===== src/rtl/imm_gen_pipe.sv =====
// -----------------------------------------------------------------------------
// imm_gen_pipe
// Pipelined RISC-V immediate generator for the decode stage. The immediate is
// extracted from the instruction word and extended to XLEN bits. The format
// comes either from in_imm_sel (AUTO_SEL=0) or from the opcode (AUTO_SEL=1).
// Results sit behind a two-entry valid/ready skid buffer, so decode can stall
// without losing instructions.
//
// Ports
//   clk, rst      rising-edge clock, synchronous active-high reset
//   in_valid      upstream instruction valid
//   in_ready      block can accept this cycle (registered)
//   in_inst       32-bit instruction word
//   in_imm_sel    format select (ignored when AUTO_SEL=1)
//   in_tag        sideband tag, carried through unchanged
//   out_valid     out_* fields valid
//   out_ready     downstream accepts
//   out_imm       extended immediate, XLEN bits
//   out_sel       format actually used
//   out_tag       tag of this instruction
//   out_illegal   AUTO_SEL=1 only: opcode has no immediate format
//
// Format encodings: I=0, S=1, B=2, U=3, J=4, CSR=5; 6 and 7 give imm 0.
// -----------------------------------------------------------------------------
module imm_gen_pipe #(
    parameter int XLEN     = 32,
    parameter bit AUTO_SEL = 1'b0,
    parameter int TAG_W    = 5
) (
    input  logic             clk,
    input  logic             rst,
    input  logic             in_valid,
    output logic             in_ready,
    input  logic [31:0]      in_inst,
    input  logic [2:0]       in_imm_sel,
    input  logic [TAG_W-1:0] in_tag,
    output logic             out_valid,
    input  logic             out_ready,
    output logic [XLEN-1:0]  out_imm,
    output logic [2:0]       out_sel,
    output logic [TAG_W-1:0] out_tag,
    output logic             out_illegal
);

    localparam logic [2:0] IMM_SEL_I   = 3'd0;
    localparam logic [2:0] IMM_SEL_S   = 3'd1;
    localparam logic [2:0] IMM_SEL_B   = 3'd2;
    localparam logic [2:0] IMM_SEL_U   = 3'd3;
    localparam logic [2:0] IMM_SEL_J   = 3'd4;
    localparam logic [2:0] IMM_SEL_CSR = 3'd5;

    typedef enum logic [1:0] {
        EMPTY = 2'd0,
        ONE   = 2'd1,
        FULL  = 2'd2
    } state_t;

    state_t           state;
    state_t           state_next;
    logic [2:0]       auto_sel;
    logic             auto_illegal;
    logic [2:0]       fmt_sel;
    logic             fmt_illegal;
    logic [31:0]      imm32;
    logic [XLEN-1:0]  imm_ext;
    logic             accept;
    logic             drain;
    logic             load_out_from_in;
    logic             load_out_from_skid;
    logic             load_skid;
    logic [XLEN-1:0]  skid_imm;
    logic [2:0]       skid_sel;
    logic [TAG_W-1:0] skid_tag;
    logic             skid_illegal;

    // Opcode decode. SYSTEM instructions with funct3[2] set are the
    // immediate CSR forms; the rest of SYSTEM uses the I layout.
    always_comb begin
        auto_sel     = IMM_SEL_I;
        auto_illegal = 1'b0;
        case (in_inst[6:0])
            7'b0000011,
            7'b0010011,
            7'b1100111: auto_sel = IMM_SEL_I;
            7'b0100011: auto_sel = IMM_SEL_S;
            7'b1100011: auto_sel = IMM_SEL_B;
            7'b1101111: auto_sel = IMM_SEL_J;
            7'b0110111,
            7'b0010111: auto_sel = IMM_SEL_U;
            7'b1110011: auto_sel = in_inst[14] ? IMM_SEL_CSR : IMM_SEL_I;
            default:    auto_illegal = 1'b1;
        endcase
    end

    assign fmt_sel     = AUTO_SEL ? auto_sel : in_imm_sel;
    assign fmt_illegal = AUTO_SEL ? auto_illegal : 1'b0;

    // The immediate is built at 32 bits first. CSR has bit 31 clear, so
    // widening every format by copying bit 31 is correct for all of them.
    always_comb begin
        imm32 = '0;
        if (!fmt_illegal) begin
            case (fmt_sel)
                IMM_SEL_I:   imm32 = {{20{in_inst[31]}}, in_inst[31:20]};
                IMM_SEL_S:   imm32 = {{20{in_inst[31]}}, in_inst[31:25], in_inst[11:7]};
                IMM_SEL_B:   imm32 = {{19{in_inst[31]}}, in_inst[31], in_inst[7],
                                      in_inst[30:25], in_inst[11:8], 1'b0};
                IMM_SEL_J:   imm32 = {{11{in_inst[31]}}, in_inst[31], in_inst[19:12],
                                      in_inst[20], in_inst[30:25], in_inst[24:21], 1'b0};
                IMM_SEL_U:   imm32 = {in_inst[31:12], 12'b0};
                IMM_SEL_CSR: imm32 = {27'b0, in_inst[19:15]};
                default:     imm32 = '0;
            endcase
        end
    end

    generate
        if (XLEN == 64) begin : g_xlen64
            assign imm_ext = {{32{imm32[31]}}, imm32};
        end else if (XLEN == 32) begin : g_xlen32
            assign imm_ext = imm32;
        end else begin : g_xlen_bad
            $error("imm_gen_pipe: XLEN must be 32 or 64");
            assign imm_ext = '0;
        end
    endgenerate

    assign accept = in_valid & in_ready;
    assign drain  = out_valid & out_ready;

    // Next-state and load steering for the two-entry buffer. A new word
    // only lands in SKID when OUT is occupied and not draining this cycle.
    always_comb begin
        state_next         = state;
        load_out_from_in   = 1'b0;
        load_out_from_skid = 1'b0;
        load_skid          = 1'b0;
        case (state)
            EMPTY: begin
                if (accept) begin
                    state_next       = ONE;
                    load_out_from_in = 1'b1;
                end
            end
            ONE: begin
                if (accept && !drain) begin
                    state_next = FULL;
                    load_skid  = 1'b1;
                end else if (accept && drain) begin
                    load_out_from_in = 1'b1;
                end else if (drain) begin
                    state_next = EMPTY;
                end
            end
            FULL: begin
                if (drain) begin
                    state_next         = ONE;
                    load_out_from_skid = 1'b1;
                end
            end
            default: state_next = EMPTY;
        endcase
    end

    // State register. in_ready and out_valid are flopped from the next
    // state, so in_ready never depends combinationally on out_ready.
    always_ff @(posedge clk) begin
        if (rst) begin
            state     <= EMPTY;
            in_ready  <= 1'b1;
            out_valid <= 1'b0;
        end else begin
            state     <= state_next;
            in_ready  <= (state_next != FULL);
            out_valid <= (state_next != EMPTY);
        end
    end

    // Buffer datapath: OUT takes either the fresh result or the skid copy.
    always_ff @(posedge clk) begin
        if (rst) begin
            out_imm      <= '0;
            out_sel      <= '0;
            out_tag      <= '0;
            out_illegal  <= 1'b0;
            skid_imm     <= '0;
            skid_sel     <= '0;
            skid_tag     <= '0;
            skid_illegal <= 1'b0;
        end else begin
            if (load_out_from_in) begin
                out_imm     <= imm_ext;
                out_sel     <= fmt_sel;
                out_tag     <= in_tag;
                out_illegal <= fmt_illegal;
            end else if (load_out_from_skid) begin
                out_imm     <= skid_imm;
                out_sel     <= skid_sel;
                out_tag     <= skid_tag;
                out_illegal <= skid_illegal;
            end
            if (load_skid) begin
                skid_imm     <= imm_ext;
                skid_sel     <= fmt_sel;
                skid_tag     <= in_tag;
                skid_illegal <= fmt_illegal;
            end
        end
    end

endmodule


===== config.mk =====
export PLATFORM = sky130hd
export DESIGN_NAME = imm_gen_pipe
export DESIGN_NICKNAME = d
export VERILOG_FILES = /design/src/rtl/imm_gen_pipe.sv
export SDC_FILE = /design/constraint.sdc
export NUM_CORES = 1
export LEC_CHECK = 0
export BUFFER_PORTS_ARGS = -buffer_cell sky130_fd_sc_hd__buf_2
export CAP_MARGIN = 20
export CORE_ASPECT_RATIO = 0.5
export CORE_MARGIN = 1
export CORE_UTILIZATION = 53
export CTS_CLUSTER_SIZE = 40
export DETAILED_ROUTE_END_ITERATION = 10
export HOLD_SLACK_MARGIN = 0.06
export PLACE_DENSITY = 0.79
export SLEW_MARGIN = 0
export SYNTH_ARGS = -nofsm -noshare
export SYNTH_HDL_FRONTEND = slang
export SYNTH_SLANG_ARGS = --single-unit

===== constraint.sdc =====
create_clock -name clk -period 2.2 [get_ports clk]
set_clock_uncertainty 0.15 [all_clocks]
set_input_delay 0.66 -clock clk [delete_from_list [all_inputs] [get_ports clk]]
set_output_delay 0.66 -clock clk [all_outputs]
set_load 0.05 [all_outputs]

==> results of run 1 <==
==> final timing paths <==
path	from	endpoint	cells after the start
max	in_imm_sel[1]	skid_imm[23]	5
min	skid_imm[7]	skid_imm[7]	2
max reg2reg	state[1]	out_imm[0]	5
min reg2reg	skid_imm[7]	skid_imm[7]	2
==> cell usage after synthesis (all sizes together), types with 2 or more instances <==
library cell and count:
a211oi 32, a21boi 2, a21oi 50, a221oi 12, a311oi 4, a31oi 6
and2b 2, buf 26, clkbuf 10, dfxtp 84, inv 3, mux2i 26
nand2 52, nand2b 7, nand3 8, nor2 40, nor2b 3, nor3 2
o21a 6, o21ai 4, o22ai 24
==> routing by layer <==
layer / track usage / vias to the layer above / share of wire
met5: 0 / - / 0
met4: 0.07052 / 0 / 0.011
met3: 0.06579 / 14 / 0.068
met2: 0.4311 / 132 / 0.44
met1: 0.3835 / 1608 / 0.48
li1: - / 1647 / -
==> cell usage in the layout, fill, tap and decap left out, types with 2 or more instances in the layout <==
cell / instances
a21oi_1: 50
clkbuf_8: 2
a311oi_1: 4
dfxtp_1: 84
inv_1: 3
nor2_1: 40
clkinv_2: 2
buf_12: 5
a221oi_1: 12
clkbuf_1: 2
buf_2: 78
nand3_1: 8
nand2b_1: 7
buf_4: 14
nand2_1: 51
mux2i_1: 26
nor2b_1: 3
clkbuf_16: 9
a31oi_1: 6
o21ai_0: 4
o22ai_1: 24
o21a_1: 6
a211oi_1: 32
==> cells by family (layout without fill, tap and decap cells) <==
| family | Yosys count | after routing | synth area share |
|---|---|---|---|
| AO/OA/AOI/OAI | 144 | 144 | 0.2569 |
| XOR/XNOR | 1 | 1 | 0.002411 |
| buffers and inverters | 39 | 115 | 0.05647 |
| flip-flops | 84 | 84 | 0.4628 |
| multiplexers | 26 | 26 | 0.07163 |
| other | 1 | 1 | 0.001032 |
| AND/OR/NAND/NOR | 120 | 120 | 0.1488 |
==> area by class of cell <==
type / count / area (µm²) / share of cell area
Clock buffer: 13 / 260.3 / 0.05892
Clock inverter: 2 / 10.01 / 0.002266
Inverter: 3 / 11.26 / 0.002550
Multi-Input combinational cell: 292 / 1748 / 0.3958
Sequential cell: 84 / 1682 / 0.3807
Tap cell: 88 / 110.1 / 0.02493
Timing Repair Buffer: 97 / 595.6 / 0.1348
==> power breakdown <==
group | leakage [nW] | switching (mW) | internal (mW)
logic | 0.879 | 0.651 | 0.289
clock network | 0.135 | 0.557 | 0.817
registers | 0.686 | 0.0777 | 1.66
==> state kept, by name, indices dropped and copies added (netlist names) <==
name	count
in_ready	1
out_valid	1
skid_imm	32
out_sel	3
out_tag	5
skid_tag	5
skid_sel	3
out_imm	32
state	2
==> tightest hold or removal path, cell delays in order (launching register included) <==
cell and delay, ns:
dfxtp_1 0.31, nand2_1 0.05, a21oi_1 0.05
==> results by group, run 1 <==
Synthesis
  • Syn Area/Cell: between 8 and 9 µm²
  • Top cell type's share of synthesized area: 0.4628
  • EDFF count, synth: 0
  • Top cell type by total area after synthesis: dfxtp_1
  • Yosys reg bits: between 80 and 90
  • Distinct cells, synth: 40
  • Synth area leaders: dfxtp_1 46%, mux2i_1 7.2%, a21oi_1 6.9%
  • Yosys Warn Count: 0
  • Post-synthesis sequential area ratio: 0.4628
  • Syn nets: about 460
  • Syn Inst Count: approximately 420
  • Top_reg_cell synth: dfxtp_1
  • Asr flop ratio synth: 0
  • Synth Cell Area: 3633 µm²

STA
  • Setup ws final: ~0.28 ns
  • Achievable frequency: approximately 520 MHz
  • Fin. Hold Viols: 0
  • Pins Over Slew Limit: 0
  • Final number of setup-violating endpoints: 0
  • Fin crit share: 0.8714
  • RSZ-0062 raised after global routing: no
  • Hold Slack: 0.3035 ns
  • Fin Setup TNS: 0 ns
  • Min Tclk post-route: 1.917 ns

Critical path
  • CP arrival: about 2.0 ns
  • Slowest library cell on the worst path: o21a_1
  • Crit Path Category: primary input to flip-flop
  • CP bufs+invs: 1
  • CP max FO: 14
  • Worst EP required: around 2.3 ns
  • Slowest cell delay on critical path: between 0.4 and 0.5 ns
  • Startpoint Class: primary input
  • Critical Path End Type: flip-flop
  • Delay-heaviest family, CP: compound AO/OA/AOI/OAI gates
  • FF-to-FF setup slack: roughly 0.33 ns
  • Crit path cell chain: buf_2 > nor2_1 > o21a_1 > a21oi_1 > a211oi_1

CTS
  • Post-CTS Hold Buffers: 0
  • CTS sink count: 84
  • Num CTS Buffers: 9
  • Clk Latency, worst-skew pair: around 0.33 ns
  • Worst-path clk slew: roughly 0.06 ns
  • Post_cts resized: 0
  • CTS tree: built
  • Clock buffer depth: 2
  • Setup Fix Bufs, Post-CTS: 0
  • CTS Root Cell: clkbuf_16
  • H-Tree Level Count: 3

Detailed routing
  • Initial DRC Count: approximately 290
  • Vias per inst: a little under 6
  • Wire length per cell after detailed routing: roughly 16 µm
  • Drt drc: 0
  • ANT nets after route: 0
  • Routed WL: roughly 9500 µm
  • DR vias: roughly 3,400
  • DRT Pass-1 Iters: 5

Final layout
  • Antenna Cells: 0
  • Fin nets: ~530
  • Final std cells w/o fill: approximately 580
  • Layout cells sized above 1: 0.2403
  • Final Core Density: 0.6976
  • Fillers: about 520
  • Post-route cell area: between 4000 and 5000 µm²
  • Area Growth Syn to Fin: 21.56%

Floorplan
  • Core area: 6331 µm²
  • Standard-cell rows: 20
  • Ports: between 80 and 90
  • Initial core utilization: 0.5739
  • Die width: about 120 µm
  • DIE HEIGHT: a little over 60 µm
  • Die area: between 7000 and 8000 µm²

Place
  • Dpl cells: around 560
  • Placed cell area: 4146 µm²
  • Dpl ws: 0.01557 ns
  • GP Congestion: just over 0.9
  • Final HPWL DP: ~6300 µm
  • # port buffers: 78

Flow run
  • Max-cap viol count: 0

Global routing
  • Total gr overflow: 0
  • Largest net degree at the start of global routing: roughly 60
  • Number of global-route vias before repair: approximately 3,000
  • Global Route Usage Sum: 0.2739
  • First-pass GRT wire length: roughly 15,000 µm
  • Initial antenna violation count: 0

Power and ir drop
  • Pleak: around 1.7 nW
  • Total power: 4.051 mW
  • Worst VDD drop: roughly 0.00054 V
  • Cell Pwr Density: a little over 900 nW/µm²

Run status
  • Run status: complete, no violations

Hold path
  • Hold crit path type: flip-flop to flip-flop
Power figures use the tool's default switching activity.
==> inputs of run 2 (changes only) <==
--- a/config.mk
+++ b/config.mk
@@ -9,11 +9,11 @@
 export CAP_MARGIN = 20
 export CORE_ASPECT_RATIO = 0.5
 export CORE_MARGIN = 1
-export CORE_UTILIZATION = 53
+export CORE_UTILIZATION = 48
 export CTS_CLUSTER_SIZE = 40
 export DETAILED_ROUTE_END_ITERATION = 10
 export HOLD_SLACK_MARGIN = 0.06
-export PLACE_DENSITY = 0.79
+export PLACE_DENSITY = 0.76
 export SLEW_MARGIN = 0
 export SYNTH_ARGS = -nofsm -noshare
 export SYNTH_HDL_FRONTEND = slang
==> constraint.sdc (replaced) <==
create_clock -name clk -period 1.55 [get_ports clk]
set_clock_uncertainty 0.15 [all_clocks]
set_input_delay 0.465 -clock clk [delete_from_list [all_inputs] [get_ports clk]]
set_output_delay 0.465 -clock clk [all_outputs]
set_load 0.05 [all_outputs]
==> run 2 against run 1 <==
Against the previous run: the flow now finishes with violations (DRC, setup timing); first-iteration DRC count up 30%; wire length up 32%; power up 68%; critical path type is now flip-flop to flip-flop; critical endpoint is now skid_imm[27].
==> results by group, run 2 (synthesis results as in run 1) <==
Detailed routing
  • DRT Pass-1 Iters: 8
  • Vias per inst: between 6 and 7
  • Initial DRC Count: 373
  • Wire length per cell after detailed routing: about 20 µm
  • ANT nets after route: 0
  • Routed WL: 12,520 µm
  • Drt drc: 8
  • DR vias: roughly 3,800

STA
  • Setup ws final: -0.1790 ns
  • Fin crit share: 1.116
  • RSZ-0062 raised after global routing: yes
  • Achievable frequency: between 500 and 600 MHz
  • Final number of setup-violating endpoints: 76
  • Hold Slack: between 0.2 and 0.25 ns
  • Fin. Hold Viols: 0
  • Min Tclk post-route: between 1.5 and 2 ns
  • Pins Over Slew Limit: 0

Floorplan
  • Ports: a little under 90
  • Standard-cell rows: 21
  • Die area: roughly 7900 µm²
  • Core area: between 6000 and 7000 µm²
  • DIE HEIGHT: approximately 64 µm
  • Die width: 125.0 µm
  • Initial core utilization: 0.5199

Run status
  • Run status: complete, but fails checks
  • Failing checks: DRC, setup timing

Flow run
  • Max-cap viol count: 0

CTS
  • Clk Latency, worst-skew pair: roughly 0.34 ns
  • Worst-path clk slew: 0.06 ns
  • CTS Root Cell: clkbuf_16
  • CTS tree: built
  • Clock buffer depth: 2
  • Post-CTS Hold Buffers: 0
  • CTS sink count: 84
  • Num CTS Buffers: 9
  • H-Tree Level Count: 3

Global routing
  • Number of global-route vias before repair: around 3,300
  • Met1 Usage GRT: 0.3590
  • Grt peak-use layer: met2
  • Global Route Usage Sum: 0.2715
  • First-pass GRT wire length: about 17,000 µm
  • GRT met3 Usage: 0.07137
  • GR Util met2: 0.4406
  • Total gr overflow: 0
  • Initial antenna violation count: 0
  • Largest net degree at the start of global routing: 31

Critical path
  • CP max FO: 7
  • Crit Path Category: flip-flop to flip-flop
  • Worst EP required: ~1.6 ns
  • Startpoint Class: flip-flop
  • CP arrival: 1.82 ns
  • Critical Path End Type: flip-flop
  • FF-to-FF setup slack: -0.18 ns

Power and ir drop
  • Cell Pwr Density: roughly 1200 nW/µm²
  • Worst VDD drop: roughly 0.00083 V
  • Pleak: approximately 2.1 nW

Final layout
  • Most common cell after layout, fill and taps aside: dfxtp_1
  • Post-route cell area: around 5500 µm²
  • Final std cells w/o fill: around 630
  • Antenna Cells: 0
  • Area Growth Syn to Fin: 50.52%
  • Top flop regs: out_imm (32), skid_imm (32)
  • Most frequent cells in the layout: 79 x dfxtp_1, 62 x buf_4, 48 x nand2_1
  • Layout cells sized above 1: 0.3963
  • Fin nets: between 500 and 600
  • Final Core Density: 0.7825

Place
  • Placed cell area: 4437 µm²
  • Final HPWL DP: between 6000 and 7000 µm
  • # port buffers: slightly below 80
  • GP Congestion: 0.9068
  • Dpl cells: 591

Hold path
  • Hold crit path type: primary input to flip-flop
[run 2: worst max-delay path: stages, from the launching register on]
cell      delay (ns)
dfxtp_2         0.35
a21bo_4         0.25
nor3_4          0.25
buf_6           0.16
buf_8           0.14
nor2_1          0.06
a211oi_1        0.27
[run 2: area by class of cell]
type,instances,area [µm²]
clock inverter,4,95.09
fill,448,1520
timing repair buffer,140,1326
inverter,3,11.26
multi-input combinational,292,1972
tap,92,115.1
clock buffer,12,256.5
sequential,84,1693
[run 2: metal layers]
layer	up-vias	wire length, µm
li1	1747	-
met1	1809	5236
met2	205	5862
met3	48	1036
met4	0	387
met5	-	0
[run 2: timing repair]
| action | CTS | global route |
|---|---|---|
| pin swaps | 3 | 50 |
| setup endpoints to repair | 82 | 95 |
| cloned | 2 | 8 |
| hold endpoints to repair | 0 | 0 |
| gates resized for setup | 36 | 71 |
| setup buffers | 4 | 8 |
[run 2: worst paths after layout]
| check | to | cells past startpoint | startpoint |
|---|---|---|---|
| setup / recovery | skid_imm[27] | 6 | state[0] |
| hold / removal | skid_tag[3] | 3 | in_tag[3] |
| setup reg to reg | skid_imm[27] | 6 | state[0] |
| hold reg to reg | skid_sel[0] | 2 | skid_sel[0] |
[run 2: per-stage QoR]
| step | TNS (ns) | setup slack, ns | power [mW] |
|---|---|---|---|
| after global routing | -8.810 | -0.1842 | 7.019 |
| after detailed placement | -16.88 | -0.3447 | 3.926 |
| after CTS | -1.142 | -0.06440 | 6.499 |
| after floorplan | -1.156 | -0.03225 | 3.476 |
| final | -5.617 | -0.1790 | 6.794 |
| after global placement | -15.50 | -0.2792 | 3.899 |
[run 2: report_power, final]
part / switching [mW] / internal [mW]
clock network: 0.848 / 1.66
logic: 1.09 / 0.706
registers: 0.131 / 2.36
total: 2.07 / 4.73
==> inputs of run 3 (changes only) <==
--- a/config.mk
+++ b/config.mk
@@ -5,15 +5,17 @@
 export SDC_FILE = /design/constraint.sdc
 export NUM_CORES = 1
 export LEC_CHECK = 0
+export ABC_AREA = 1
 export BUFFER_PORTS_ARGS = -buffer_cell sky130_fd_sc_hd__buf_2
 export CAP_MARGIN = 20
 export CORE_ASPECT_RATIO = 0.5
 export CORE_MARGIN = 1
-export CORE_UTILIZATION = 48
+export CORE_UTILIZATION = 49
 export CTS_CLUSTER_SIZE = 40
 export DETAILED_ROUTE_END_ITERATION = 10
 export HOLD_SLACK_MARGIN = 0.06
 export PLACE_DENSITY = 0.76
+export SKIP_CTS_REPAIR_TIMING = 1
 export SLEW_MARGIN = 0
 export SYNTH_ARGS = -nofsm -noshare
 export SYNTH_HDL_FRONTEND = slang
==> run 3 against run 2 <==
Against the previous run: the flow now finishes without violations; final cell count rose by 34%; design area fell by 4.6%; hold slack improved by 0.015 ns; core utilization fell by 10 points; global-route usage fell by 0.95 points; wire length fell by 16%; sequential power barely moved; largest cell class unchanged; highest routed layer unchanged.
==> results by group, run 3 <==
Critical path
  • Reg-to-Reg Start: state[1]
  • CP max FO: 2
  • Startpoint Class: flip-flop
  • Crit path cell chain: clkbuf_4
  • Reg2reg path depth: 8
  • Critical Path End Type: primary output
  • Slowest library cell on the worst path: dfxtp_1
  • Crit Path Category: flip-flop to primary output
  • FF-to-FF setup slack: around 0.09 ns
  • Slowest cell delay on critical path: ~0.34 ns
  • CP arrival: 0.91 ns
  • Delay-heaviest family, CP: flip-flops
  • CP bufs+invs: 1
  • Worst EP required: between 0.9 and 1 ns
  • R2R Path End: out_imm[10]

Synthesis
  • Syn nets: roughly 690
  • Syn Inst Count: between 600 and 700
  • Top cell type's share of synthesized area: 0.4153
  • Post-synth top cells: 207 x nand2_1, 111 x nor2_1, 84 x dfxtp_1
  • Top_reg_cell synth: dfxtp_1
  • Post-synthesis sequential area ratio: 0.4153
  • EDFF count, synth: 0
  • Distinct cells, synth: 23
  • Yosys reg bits: between 80 and 90
  • Synth Cell Area: a little over 4000 µm²
  • Synth area leaders: dfxtp_1 42%, nand2_1 19%, nor2_1 10%
  • Syn Area/Cell: about 6.3 µm²
  • Top cell type by total area after synthesis: dfxtp_1
  • Top-count cell post-synth: nand2_1
  • Asr flop ratio synth: 0
  • Yosys Warn Count: 0

Global routing
  • Number of global-route vias before repair: around 3,700
  • Total gr overflow: 0
  • First-pass GRT wire length: about 17,000 µm
  • Global Route Usage Sum: 0.2620
  • Largest net degree at the start of global routing: 42
  • Initial antenna violation count: 0

Hold path
  • Worst Hold Path Cells: 3
  • Hold Path End: skid_tag[2]
  • Hold crit path type: primary input to flip-flop
  • HP Start: in_tag[2]

STA
  • Min Tclk post-route: 1.528 ns
  • Achievable frequency: approximately 650 MHz
  • Fin. Hold Viols: 0
  • RSZ-0062 raised after global routing: yes
  • Pins Over Slew Limit: 0
  • Fin crit share: 0.9857
  • Final number of setup-violating endpoints: 0

Place
  • Final HPWL DP: roughly 6700 µm
  • GP Congestion: 0.8786
  • # port buffers: a little under 80

Final layout
  • Most common cell after layout, fill and taps aside: nand2_1
  • Layout cells sized above 1: 0.2033
  • Fin nets: 772
  • Final Core Density: 0.6818
  • Top flop regs: out_imm (32), skid_imm (32)
  • Most frequent cells in the layout: 205 x nand2_1, 109 x nor2_1, 82 x dfxtp_1
  • Fillers: 700
  • Area Growth Syn to Fin: 28.86%
  • Antenna Cells: 0

Floorplan
  • Die width: ~130 µm
  • Core area: 7652 µm²
  • Standard-cell rows: 22
  • Die area: about 8700 µm²
  • Ports: 87
  • DIE HEIGHT: roughly 66 µm
  • Initial core utilization: 0.5291

Power and ir drop
  • Pleak: approximately 2.7 nW
  • Cell Pwr Density: approximately 1200 nW/µm²
  • Total power: roughly 6.3 mW
  • Worst VDD drop: approximately 0.00059 V

CTS
  • Worst-path clk slew: around 0.060 ns
  • CTS Root Cell: clkbuf_16
  • CTS sink count: 84
  • Clk Latency, worst-skew pair: 0.34 ns
  • H-Tree Level Count: 3
  • Clock buffer depth: 2
  • CTS tree: built
  • Num CTS Buffers: 9

Flow run
  • Max-cap viol count: 0

Detailed routing
  • WL met3: just over 700 µm
  • Routed WL: 10,510 µm
  • Top Metal Used: met4
  • M1 wire length: between 5000 and 6000 µm
  • ANT nets after route: 0
  • Drt drc: 0
  • DR vias: 4,110
  • Vias per inst: 4.887
  • DRT Pass-1 Iters: 5
  • Met2 wire len: roughly 4600 µm
  • Initial DRC Count: 333
  • Wire length per cell after detailed routing: 12.50 µm

Run status
  • Run status: complete, no violations
## run 3: worst max path at each step
| stage | startpoint | endpoint | depth (start not counted) |
|---|---|---|---|
| after detailed placement | out_ready | out_imm[31] | 10 |
| after global routing | out_valid | out_imm[10] | 9 |
| after global placement | out_ready | out_imm[31] | 10 |
| after CTS | out_imm[22] | out_imm[22] | 1 |
| after floorplan | in_imm_sel[2] | skid_imm[21] | 9 |
| final | out_imm[17] | out_imm[17] | 1 |
## run 3: report_power, final
group / internal [mW] / total [mW] / switching (mW) / leakage [nW]
Sequential: 2.37 / 2.48 / 0.109 / 0.689
Clock: 1.33 / 2.17 / 0.836 / 0.149
Combinational: 0.579 / 1.66 / 1.09 / 1.83
## run 3: layout make-up
cell class | instances | area, µm² | area share
Clock buffer | 12 | 256.5 | 0.04916
Tap cell | 108 | 135.1 | 0.02590
Multi-Input combinational cell | 453 | 1931 | 0.3700
Inverter | 68 | 257.7 | 0.04940
Timing Repair Buffer | 112 | 903.4 | 0.1731
Sequential cell | 84 | 1687 | 0.3233
Clock inverter | 4 | 47.55 | 0.009113
## run 3: cells by family (layout without fill, tap and decap cells)
group / after synthesis / count (layout) / synth area share
simple gates: 404 / 404 / 0.4076
buf+inv: 106 / 196 / 0.1140
flops: 84 / 84 / 0.4153
compound gates: 48 / 48 / 0.06212
other cells: 1 / 1 / 0.0009262
## run 3: stage by stage
stage	instances	setup slack [ns]	instance area, µm²	hold slack [ns]	setup TNS (ns)
after floorplan	643	0.03620	4055	0.2943	0
after detailed placement	824	-0.1997	4736	0.3055	-10.09
after global placement	824	-0.1801	4736	0.3027	-8.001
final	841	0.02211	5218	0.2465	0
after global routing	841	-0.001067	5218	0.2594	-0.001927
after CTS	840	-0.05478	5040	0.2398	-0.4127
## run 3: per-layer routing
metal  up-vias  track usage
li1       2140            -
met1      1853       0.3533
met2       110       0.4087
met3         7      0.07524
met4         0      0.06753
met5         -            0
